===== config.mk =====
export PLATFORM = sky130hd
export DESIGN_NAME = result_streamer_flat
export DESIGN_NICKNAME = d
export VERILOG_FILES = /design/src/rtl/result_streamer_pkg.sv /design/src/rtl/result_streamer_if.sv /design/src/rtl/result_streamer_frame_buffer.sv /design/src/rtl/result_streamer.sv /design/src/flat_wrapper.sv
export SDC_FILE = /design/constraint.sdc
export NUM_CORES = 1
export LEC_CHECK = 0
export BUFFER_PORTS_ARGS = -buffer_cell sky130_fd_sc_hd__buf_2
export CORE_AREA = 4 4 217 219
export DETAILED_ROUTE_END_ITERATION = 10
export DIE_AREA = 0 0 221 223
export GPL_TIMING_DRIVEN = 0
export PLACE_DENSITY = 0.72
export SETUP_SLACK_MARGIN = 0.4
export SLEW_MARGIN = 15
export SYNTH_ARGS = -nofsm -noshare
export SYNTH_HDL_FRONTEND = slang
export SYNTH_SLANG_ARGS = --single-unit

===== constraint.sdc =====
create_clock -name CLK -period 37.5 [get_ports CLK]
set_clock_uncertainty 0.15 [all_clocks]
set_input_delay 7.5 -clock CLK [delete_from_list [all_inputs] [get_ports CLK]]
set_output_delay 7.5 -clock CLK [all_outputs]
set_load 0.01 [all_outputs]

===== src/rtl/result_streamer_pkg.sv =====
// Shared constants and state encoding for the result streamer slice.
// Optional checksum beat is enabled by defining RESULT_STREAMER_CHECKSUM_EN.
package result_streamer_pkg;

  localparam int WIDTH_BIT_DEF = 2;
  localparam int RS_DATA_W     = 32;
  localparam int FRAME_CNT_W   = 16;

  localparam logic ST_IDLE   = 1'b0;
  localparam logic ST_STREAM = 1'b1;

  typedef enum logic {
    S_IDLE   = ST_IDLE,
    S_STREAM = ST_STREAM
  } state_e;

endpackage


===== src/rtl/result_streamer_if.sv =====
// Valid/ready element stream carrying one matrix element per beat with row/col tags.
interface result_streamer_if #(
  parameter int WIDTH_BIT = 2,
  parameter int DATA_W    = 32
) ();

  logic                 out_valid;
  logic                 out_ready;
  logic [DATA_W-1:0]    out_data;
  logic [WIDTH_BIT-1:0] out_row;
  logic [WIDTH_BIT-1:0] out_col;
  logic                 out_last;

  modport master (
    output out_valid, out_data, out_row, out_col, out_last,
    input  out_ready
  );

  modport slave (
    input  out_valid, out_data, out_row, out_col, out_last,
    output out_ready
  );

endinterface


===== src/rtl/result_streamer_frame_buffer.sv =====
// N-entry snapshot of the result matrix with parallel load and indexed read.
// With RESULT_STREAMER_CHECKSUM_EN the XOR of all elements is captured alongside.
module result_frame_buffer
  import result_streamer_pkg::*;
#(
  parameter  int WIDTH_BIT = WIDTH_BIT_DEF,
  parameter  int DATA_W    = RS_DATA_W,
  localparam int N         = 2 ** (2 * WIDTH_BIT)
) (
  input  logic                   CLK,
  input  logic                   load,
  input  logic [N*DATA_W-1:0]    result,
  input  logic [2*WIDTH_BIT-1:0] rd_idx,
  output logic [DATA_W-1:0]      rd_data
`ifdef RESULT_STREAMER_CHECKSUM_EN
  ,
  output logic [DATA_W-1:0]      csum
`endif
);

  logic [DATA_W-1:0] mem [N];

  // Element (0,0) lives in the MSBs of the flattened bus.
  always_ff @(posedge CLK) begin
    if (load) begin
      for (int i = 0; i < N; i++) begin
        mem[i] <= result[(N-1-i)*DATA_W +: DATA_W];
      end
    end
  end

  assign rd_data = mem[rd_idx];

`ifdef RESULT_STREAMER_CHECKSUM_EN
  logic [DATA_W-1:0] csum_d;

  always_comb begin
    csum_d = '0;
    for (int i = 0; i < N; i++) begin
      csum_d = csum_d ^ result[i*DATA_W +: DATA_W];
    end
  end

  always_ff @(posedge CLK) begin
    if (load) begin
      csum <= csum_d;
    end
  end
`endif

endmodule


===== src/rtl/result_streamer.sv =====
// Captures the processor result matrix on each rising edge of done and streams it row-major.
// Define RESULT_STREAMER_CHECKSUM_EN to append an XOR checksum beat to every frame.
module result_streamer
  import result_streamer_pkg::*;
#(
  parameter  int WIDTH_BIT = WIDTH_BIT_DEF,
  parameter  int DATA_W    = RS_DATA_W,
  localparam int N         = 2 ** (2 * WIDTH_BIT)
) (
  input  logic                   CLK,
  input  logic                   RST,
  input  logic                   done,
  input  logic [N*DATA_W-1:0]    result,
  result_streamer_if.master      st,
  output logic                   busy,
  output logic                   overrun,
  output logic [FRAME_CNT_W-1:0] frame_cnt
);

`ifdef RESULT_STREAMER_CHECKSUM_EN
  localparam int IDX_W    = 2 * WIDTH_BIT + 1;
  localparam int LAST_IDX = N;
`else
  localparam int IDX_W    = 2 * WIDTH_BIT;
  localparam int LAST_IDX = N - 1;
`endif

  state_e            state;
  logic [IDX_W-1:0]  idx;
  logic              done_q;
  logic              cap;
  logic              accept;
  logic              last_beat;
  logic              load;
  logic              cs_beat;
  logic [DATA_W-1:0] rd_data;
  logic [DATA_W-1:0] beat_data;

  assign cap       = done & ~done_q;
  assign busy      = (state == S_STREAM);
  assign accept    = busy & st.out_ready;
  assign last_beat = (idx == IDX_W'(LAST_IDX));
  // Reload only when idle or when the final beat leaves in the same cycle.
  assign load      = cap & (~busy | (accept & last_beat));

`ifdef RESULT_STREAMER_CHECKSUM_EN
  logic [DATA_W-1:0] csum;

  result_frame_buffer #(.WIDTH_BIT(WIDTH_BIT), .DATA_W(DATA_W)) u_buf (
    .CLK     (CLK),
    .load    (load),
    .result  (result),
    .rd_idx  (idx[2*WIDTH_BIT-1:0]),
    .rd_data (rd_data),
    .csum    (csum)
  );

  assign cs_beat   = (idx == IDX_W'(N));
  assign beat_data = cs_beat ? csum : rd_data;
`else
  result_frame_buffer #(.WIDTH_BIT(WIDTH_BIT), .DATA_W(DATA_W)) u_buf (
    .CLK     (CLK),
    .load    (load),
    .result  (result),
    .rd_idx  (idx),
    .rd_data (rd_data)
  );

  assign cs_beat   = 1'b0;
  assign beat_data = rd_data;
`endif

  always_ff @(posedge CLK or negedge RST) begin
    if (!RST) begin
      state     <= S_IDLE;
      idx       <= '0;
      done_q    <= 1'b0;
      overrun   <= 1'b0;
      frame_cnt <= '0;
    end else begin
      done_q <= done;
      case (state)
        S_IDLE: begin
          if (cap) begin
            idx   <= '0;
            state <= S_STREAM;
          end
        end
        S_STREAM: begin
          if (accept && last_beat) begin
            frame_cnt <= frame_cnt + 1'b1;
            idx       <= '0;
            if (!cap) state <= S_IDLE;
          end else begin
            if (accept) idx <= idx + IDX_W'(1);
            if (cap) overrun <= 1'b1;
          end
        end
        default: state <= S_IDLE;
      endcase
    end
  end

  // Beat fields come straight from registered state and the frozen buffer.
  assign st.out_valid = busy;
  assign st.out_data  = busy ? beat_data : '0;
  assign st.out_row   = !busy ? '0 : (cs_beat ? '1 : idx[2*WIDTH_BIT-1:WIDTH_BIT]);
  assign st.out_col   = !busy ? '0 : (cs_beat ? '1 : idx[WIDTH_BIT-1:0]);
  assign st.out_last  = busy & last_beat;

endmodule


===== src/flat_wrapper.sv =====
// flat-port wrapper written by rule: the top's interface ports become plain ports
module result_streamer_flat import result_streamer_pkg::*;
#(
  parameter  int WIDTH_BIT = WIDTH_BIT_DEF,
  parameter  int DATA_W    = RS_DATA_W,
  localparam int N         = 2 ** (2 * WIDTH_BIT)
)
  (CLK, RST, done, result, busy, overrun, frame_cnt, st_out_valid, st_out_data, st_out_row, st_out_col, st_out_last, st_out_ready);
  result_streamer_if #(.WIDTH_BIT(WIDTH_BIT), .DATA_W(DATA_W)) st_i ();
  input  logic CLK;
  input  logic RST;
  input  logic done;
  input  logic [N*DATA_W-1:0] result;
  output logic busy;
  output logic overrun;
  output logic [FRAME_CNT_W-1:0] frame_cnt;
  output wire logic [$bits(st_i.out_valid)-1:0] st_out_valid;
  output wire logic [$bits(st_i.out_data)-1:0] st_out_data;
  output wire logic [$bits(st_i.out_row)-1:0] st_out_row;
  output wire logic [$bits(st_i.out_col)-1:0] st_out_col;
  output wire logic [$bits(st_i.out_last)-1:0] st_out_last;
  input wire logic [$bits(st_i.out_ready)-1:0] st_out_ready;
  assign st_out_valid = st_i.out_valid;
  assign st_out_data = st_i.out_data;
  assign st_out_row = st_i.out_row;
  assign st_out_col = st_i.out_col;
  assign st_out_last = st_i.out_last;
  assign st_i.out_ready = st_out_ready;
  result_streamer #(.WIDTH_BIT(WIDTH_BIT), .DATA_W(DATA_W)) u_core (.CLK(CLK), .RST(RST), .done(done), .result(result), .st(st_i), .busy(busy), .overrun(overrun), .frame_cnt(frame_cnt));
endmodule

==> impl_results.md, run 1 <==
* Total core area at 45100 µm²
* Slew @ Worst Pin at 1.03 ns
* Power Density at 64.0 nW/µm²
* Max_cap viols at 0
* Most common cell after layout, fill and taps aside: buf_2
* HPWL after detailed placement at 47400 µm
* Pre-antenna DRT Iters at 5
* CP Max Fanout at 10
* Status: finished, final reports clean
* CTS sink cnt at 535
* Row count at 78
* Largest net degree at the start of global routing at 31
* Final hold vios at 0
* Clock Pin Slew Worst Setup and Hold Paths at 0.06 ns
* Fillers at 3409
* Hold slack at 0.350 ns
* Combinational power share at 0.282
* Req. time, crit path at 29.85 ns
* GP Congestion at 0.881
* Tmin final at 11.14 ns
* # port buffers at 570
* Peak supply drop at 47.0 µV
* Post-CTS setup buffer count at 0
* First-pass GRT wire length at 89700 µm
* Final critical-path share of the clock period at 0.297
* Layout cells sized above 1 at 0.407
* DR WL/cell at 25.8 µm
* Max Slew Vio Count at 0
* Synth Instances at 1134
* Total negative slack at 0 ns
* Crit path DAT at 3.49 ns
* Synthesized area at 20800 µm²
* Post-Synthesis Net Count at 1652
* Startpoint types: flop
* DRC errors left at 0
* CP Class: reg2out
* # setup viols final at 0
* CTS H-Tree Depth at 2
* Internal power at 0.00117 W
* Crit path largest cell delay at 0.62 ns
* # hold bufs at CTS at 0
* Skew-Pair Late Insertion Delay at 0.58 ns
* Starting Density at 0.461
* Final design utilization at 0.594
* Die width at 221 µm
* Crit path top cell by count: nand2_1
* Die area at 49300 µm²
* Ys Warns at 0
* Total Nets Final at 2301
* Worst Path Buf+Inv at 3
* DP Worst Slack at 27.06 ns
* Number of global-route vias before repair at 14000
* Hold Path Class: reg2reg
* Worst-path cell chain: nand2_1, inv_1, clkbuf_1, nand3_1, nand2_1, buf_2
* F_max at 0.0898 GHz
* GR Util met1 at 0.304
* RSZ-0062 raised after global routing: no
* Die H at 223 µm
* Post-CTS resize count at 0
* Clk pwr share at 0.315
* Slew Limit Headroom at 0.311
* Total congestion overflow at 0
* Clock buffer count from CTS at 54
* Top Usage Layer GRT: met2
* Via count at 13300
* Synth cell types at 34
* #FFs+latches synth at 535
* IO Pins at 572
* Sequential fraction of design power at 0.403
* Switching share of power at 0.316
* Met3 Usage GRT at 0.0568
* Max Buffers Root-to-Sink at 3
* Initial DRC Count at 1050
* Most frequent cells in the layout: 597 x buf_2, 512 x edfxtp_1, 233 x mux2i_1
* GR Util met2 at 0.431
* Slowest CP cell: clkbuf_1
* Seq/Total Area, Yosys at 0.768
* NetSw at 0.000542 W
* Area grow syn2layout at 29.0%
* CTS tree: done
* Final setup margin at 26.36 ns
* Vias per inst at 5.44
* Total Wirelength at 63100 µm
* Initial antenna violation count at 25
* Root Buffer: clkbuf_16
* Final antenna-violating net count at 0
* Critical Path End Type: output pin
* Syn_area_per_cell at 18.3 µm²
* Leakage at 10.6 nW
* R2R Setup Slk at 33.87 ns
* CP top delay family: buffers and inverters
* Overall Global Routing Usage at 0.247
[logic make-up (layout without fill, tap and decap cells)]
kind of cell / count (synthesis) / in the layout / synth area share
flops: 535 / 535 / 0.768
buf+inv: 69 / 759 / 0.0194
other cells: 0 / 21 / 0
simple gates: 107 / 107 / 0.0243
mux: 247 / 247 / 0.127
xor+xnor: 16 / 16 / 0.00675
compound gates: 158 / 158 / 0.0532
fa+ha+maj: 2 / 2 / 0.00120
[cells in the mapped netlist]
library cell,n,area (µm²)
buf_2,27,135
buf_6,6,67.6
and2_1,4,25.0
buf_4,17,128
mux2_2,1,11.3
dfrtp_1,23,576
nand3b_1,1,7.51
a21oi_1,2,10.0
o21ai_0,36,180
clkbuf_2,1,5.00
edfxtp_1,512,15400
mux4_2,13,293
and3_1,2,12.5
nor3_1,2,10.0
nand2_1,48,180
nor2b_1,2,12.5
a22oi_1,102,766
inv_1,5,18.8
clkbuf_1,13,48.8
o21bai_1,1,7.51
nand4_2,1,12.5
mux2i_1,233,2330
nand2b_1,2,12.5
ha_1,2,25.0
nand4_1,6,37.5
o221ai_1,1,8.76
or4_4,1,11.3
a221oi_1,13,114
nor2_1,9,33.8
xor2_1,9,78.8
o22ai_1,3,18.8
and4_1,1,8.76
xnor2_1,7,61.3
nand3_1,28,140
[worst paths after layout]
kind,from,endpoint,cells after the start
max in group asynchronous,RST,u_core.frame_cnt[7],1
min reg2reg,u_core.frame_cnt[15],u_core.frame_cnt[15],1
min in group asynchronous,RST,u_core.frame_cnt[11],1
max,u_core.busy,st_out_data[13],6
min,u_core.frame_cnt[15],u_core.frame_cnt[15],1
max reg2reg,u_core.idx[1],u_core.u_buf.mem[4][9],12
[cell type report]
cell class | count | area [µm²] | area share
antenna | 21 | 52.6 | 0.00196
tap | 600 | 751 | 0.0280
buffer | 64 | 384 | 0.0143
multi-input combinational | 530 | 4420 | 0.165
timing repair buffer | 593 | 3450 | 0.129
clock inverter | 36 | 364 | 0.0136
sequential | 535 | 16000 | 0.595
inverter | 5 | 18.8 | 0.000701
clock buffer | 61 | 1400 | 0.0522
[power groups by stage]
stage,sequential [W],combinational [W],clock [W]
after global routing,0.000692,0.000513,0.000575
after CTS,0.000690,0.000488,0.000548
final,0.000691,0.000484,0.000540
after detailed placement,0.000703,0.000485,0
after floorplan,0.000727,0.000265,0
after global placement,0.000738,0.000471,0
[per-stage QoR]
step | cell area [µm²] | power [W] | instances
6_report | 26800 | 0.00172 | 2445
4_1_cts | 26700 | 0.00173 | 2424
2_1_floorplan | 20800 | 0.000992 | 1134
5_1_grt | 26800 | 0.00178 | 2440
3_5_place_dp | 25000 | 0.00119 | 2327
3_3_place_gp | 24400 | 0.00121 | 2304
[registers in the layout, summed over array words and instances, names as in the netlist]
signal and count:
u_core.frame_cnt 16, u_core.overrun 1, u_core.idx 4, u_core.busy 1, u_core.u_buf.mem 512, u_core.done_q 1
[layer usage]
layer  part of all wire  vias up  routed length [µm]
li1                   -     5873                   -
met1               0.38     6608               23900
met2               0.51      670               32100
met3              0.079      126                5000
met4              0.033       12                2060
met5             0.0012        -                  78
No activity file was read; power rests on OpenSTA's default activity.
==> run 2, diff against run 1 <==
- CORE_AREA: 4 4 217 219 -> 4 4 222 224
- DIE_AREA: 0 0 221 223 -> 0 0 226 228
- PLACE_DENSITY: 0.72 -> 0.71
- clock period: 37.5 -> 9.8 ns (I/O delays scaled with it)
==> impl_results.md, run 2 (same netlist as run 1, synthesis figures left out) <==
* Status: finished, final reports clean
* # hold bufs at CTS at 0
* Initial DRC Count at 1205
* Skew-Pair Late Insertion Delay at 0.58 ns
* Via count at 13200
* F_max at 0.181 GHz
* Die H at 228 µm
* Max FFs per register at 512
* Pre-antenna DRT Iters at 5
* Largest Register: u_core.u_buf.mem
* Max Buffers Root-to-Sink at 3
* Most common cell after layout, fill and taps aside: buf_2
* Leakage at 10.6 nW
* CP Max Fanout at 10
* Peak supply drop at 203 µV
* Die width at 226 µm
* Clock Pin Slew Worst Setup and Hold Paths at 0.06 ns
* Number of global-route vias before repair at 13800
* Total core area at 47300 µm²
* Final antenna-violating net count at 0
* Hold slack at 0.342 ns
* Largest net degree at the start of global routing at 31
* IO Pins at 572
* Final instance area at 26900 µm²
* HPWL after detailed placement at 47300 µm
* Root Buffer: clkbuf_16
* CTS H-Tree Depth at 2
* Top flop regs: u_core.u_buf.mem (512), u_core.frame_cnt (16), u_core.idx (4)
* Most frequent cells in the layout: 597 x buf_2, 512 x edfxtp_1, 233 x mux2i_1
* Clock buffer count from CTS at 54
* CP Class: reg2out
* Area grow syn2layout at 29.5%
* Overall Global Routing Usage at 0.237
* Critical Path End Type: output pin
* Initial antenna violation count at 26
* CTS sink cnt at 535
* Post-CTS setup buffer count at 0
* Total Wirelength at 63000 µm
* Slew @ Worst Pin at 1.06 ns
* Starting Density at 0.439
* Tot Pwr at 0.00663 W
* Row count at 80
* Fillers at 3677
* Total congestion overflow at 0
* Vias per inst at 5.37
* Power Density at 247 nW/µm²
* # port buffers at 570
* Layout cells sized above 1 at 0.405
* RSZ-0062 raised after global routing: no
* Die area at 51500 µm²
* # setup viols final at 0
* CTS tree: done
* Area post-placement at 25000 µm²
* Req. time, crit path at 7.69 ns
* Startpoint types: flop
* Hold Path Class: reg2reg
* Crit path DAT at 3.43 ns
* Max_cap viols at 0
* First-pass GRT wire length at 89300 µm
* Final critical-path share of the clock period at 0.565
* Slew Limit Headroom at 0.291
* Final hold vios at 0
* DRC errors left at 0
* Post-CTS resize count at 0
* Total Nets Final at 2300
* GP Congestion at 0.865
* DR WL/cell at 25.6 µm
* Max Slew Vio Count at 0
* Tmin final at 5.54 ns
[run 2: changes by cell type in the layout (fill, tap and decap cells not counted), sizes merged]
cell      before  now
clkbuf        75   85
clkinv        24   20
inv            9    6
diode         21   19
buf          643  642
bufinv         7    8
clkinvlp       1    2
[run 2: metrics by stage]
stage          std cells  setup TNS [ns]  utilization  worst slack (ns)
6_report            2462               0        0.568              4.26
5_1_grt             2457               0        0.567              4.09
4_1_cts             2443               0        0.567              4.23
3_3_place_gp        2319        -2039.79        0.516             -4.06
3_5_place_dp        2341               0        0.528              4.87
2_1_floorplan       1134         -675.08            -             -1.32
[run 2: report_power, final]
group	switching (W)	internal (W)	leakage (nW)	total, W
clock network	0.000863	0.00127	0.894	0.00213
registers	0.0000359	0.00261	4.89	0.00264
logic	0.00118	0.000675	4.85	0.00186
total	0.00208	0.00455	10.6	0.00663
[run 2: worst paths after layout]
kind                                      startpoint                        to  slack, ns  depth (start not counted)
worst max-delay path                     u_core.busy           st_out_data[13]       4.26                          6
worst min-delay path            u_core.frame_cnt[11]      u_core.frame_cnt[11]       0.34                          1
worst max register to register         u_core.idx[1]  u_core.u_buf.mem[15][21]       6.15                         12
worst min register to register  u_core.frame_cnt[11]      u_core.frame_cnt[11]       0.34                          1
max in group asynchronous                        RST       u_core.frame_cnt[5]       7.91                          1
min in group asynchronous                        RST       u_core.frame_cnt[3]       1.21                          1
[run 2: cell type report]
class / count / area [µm²] / share of cell area
diodes: 19 / 47.5 / 0.00177
plain buffers: 64 / 404 / 0.0150
clock buffers: 71 / 1470 / 0.0546
clock inverters: 31 / 378 / 0.0141
inverters: 5 / 18.8 / 0.000698
multi-input cells: 530 / 4440 / 0.165
flip-flops and latches: 535 / 16000 / 0.593
well taps: 615 / 769 / 0.0286
repair buffers: 592 / 3410 / 0.127
[run 2: critical path: stages, from the launching register on]
cell,delay [ns]
dfrtp_1,0.51
nand2_1,0.50
inv_1,0.49
clkbuf_1,0.60
nand3_1,0.41
nand2_1,0.18
buf_2,0.15
[run 2: metal layers]
metal,track usage,up-vias,part of all wire
met3,0.0539,129,0.086
met5,0,-,0.0022
li1,-,5873,-
met2,0.410,674,0.51
met1,0.297,6534,0.37
met4,0.0754,20,0.028
==> run 3, diff against run 2 <==
- CORE_AREA: 4 4 222 224 -> 4 4 217 219
- DIE_AREA: 0 0 226 228 -> 0 0 221 223
- PLACE_DENSITY: 0.71 -> 0.72
- clock period: 9.8 -> 5.7 ns (I/O delays scaled with it)
==> impl_results.md, run 3 (same netlist as run 1, synthesis figures left out) <==
* Total Nets Final at 2299
* Hold Path Class: reg2reg
* WHS Endpoint: u_core.overrun
* Total core area at 45100 µm²
* Top flop regs: u_core.u_buf.mem (512), u_core.frame_cnt (16), u_core.idx (4)
* CTS tree: done
* Critical Path End Type: output pin
* Largest Register: u_core.u_buf.mem
* Initial antenna violation count at 24
* Vias per inst at 5.36
* IO Pins at 572
* Critical R2R Launch: u_core.idx[1]
* Most frequent cells in the layout: 597 x buf_2, 512 x edfxtp_1, 233 x mux2i_1
* Status: finished, final reports clean
* Post-CTS setup buffer count at 0
* Final design utilization at 0.592
* Overall Global Routing Usage at 0.244
* Layout cells sized above 1 at 0.406
* Crit path DAT at 3.54 ns
* Largest net degree at the start of global routing at 31
* CTS sink cnt at 535
* Slew @ Worst Pin at 1.06 ns
* Area grow syn2layout at 28.6%
* Via count at 13100
* GR Util met1 at 0.295
* DR WL/cell at 25.5 µm
* GP Congestion at 0.880
* Req. time, crit path at 4.41 ns
* Met3 Usage GRT at 0.0624
* Clock buffer count from CTS at 53
* CP Launch Point: u_core.busy
* FF-to-FF End: u_core.u_buf.mem[5][25]
* Most common cell after layout, fill and taps aside: buf_2
* Die width at 221 µm
* Area post-placement at 25000 µm²
* # hold bufs at CTS at 0
* Final antenna-violating net count at 0
* DRC errors left at 0
* Clock Pin Slew Worst Setup and Hold Paths at 0.06 ns
* Tmin final at 4.83 ns
* Max FFs per register at 512
* # port buffers at 570
* Startpoint types: flop
* GR Util met2 at 0.418
* Final instance area at 26700 µm²
* Initial DRC Count at 1052
* Hold Path Depth at 1
* Pre-antenna DRT Iters at 5
* Skew-Pair Late Insertion Delay at 0.59 ns
* HP Start: u_core.overrun
* F_max at 0.207 GHz
* Number of global-route vias before repair at 13800
* Starting Density at 0.461
* Total congestion overflow at 0
* CP Max Fanout at 10
* Max Slew Vio Count at 0
* Die area at 49300 µm²
* Post-CTS resize count at 0
* CTS H-Tree Depth at 2
* Power Density at 414 nW/µm²
* CP Class: reg2out
* Total Wirelength at 62200 µm
* Leakage at 10.6 nW
* Max Buffers Root-to-Sink at 3
* Max_cap viols at 0
* Slew Limit Headroom at 0.290
* R2R Setup Slk at 2.01 ns
* # setup viols final at 0
* Root Buffer: clkbuf_16
* Row count at 78
* Peak supply drop at 294 µV
* Die H at 223 µm
* Final hold vios at 0
* Final critical-path share of the clock period at 0.848
* RSZ-0062 raised after global routing: no
* HPWL after detailed placement at 46800 µm
* FF-to-FF path depth at 12
* Top Usage Layer GRT: met2
* First-pass GRT wire length at 88000 µm
==> run 3: changes by cell type in the layout (fill, tap and decap cells not counted), moves of 2 or more <==
| cell | previous run | this run |
|---|---|---|
| buf_16 | 15 | 17 |
| buf_12 | 7 | 5 |
| diode_2 | 19 | 21 |
| bufinv_16 | 8 | 2 |
| clkinv_1 | 10 | 8 |
| clkbuf_1 | 26 | 22 |
| clkinv_2 | 7 | 12 |
==> run 3: cell type report <==
cell class	instances	area (µm²)
clock inverters	27	198
flip-flops and latches	535	16000
plain buffers	64	404
well taps	600	751
clock buffers	68	1470
fillers	3451	18400
multi-input cells	530	4440
inverters	5	18.8
diodes	21	52.6
repair buffers	592	3420
==> run 3: per-stage QoR <==
step	instances	setup slack (ns)	TNS [ns]	hold WS [ns]	total power, W
after floorplan	1134	-4.60	-2354.44	0.354	0.00641
after global placement	2304	-7.37	-3752.99	0.306	0.00781
after detailed placement	2326	1.53	0	0.316	0.00782
after CTS	2421	0.856	0	0.331	0.0112
after global routing	2440	0.659	0	0.351	0.0115
final	2442	0.868	0	0.328	0.0111
==> run 3: worst max-delay path, stage by stage, from the launching register on <==
cell	delay [ns]
dfrtp_1	0.55
nand2_1	0.49
inv_1	0.53
clkbuf_1	0.55
nand3_1	0.36
o21ai_0	0.27
buf_2	0.21
==> run 3: worst max path at each step <==
stage	endpoint	slack [ns]	cells past startpoint
after detailed placement	st_out_data[7]	1.53	6
after floorplan	u_core.u_buf.mem[0][0]	-4.60	3
after global placement	u_core.u_buf.mem[4][6]	-7.37	3
final	st_out_data[7]	0.87	6
after global routing	st_out_data[7]	0.66	6
after CTS	st_out_data[7]	0.86	6
==> run 3: routing by layer <==
layer	wire length, µm	part of all wire	up-vias
li1	-	-	5880
met1	23400	0.38	6386
met2	31200	0.50	677
met3	4990	0.080	149
met4	2560	0.041	6
met5	34	0.00055	-
==> run 3: report_power, final <==
part           internal, W  switching, W
combinational      0.00116       0.00200
sequential         0.00448     0.0000614
clock              0.00190       0.00145
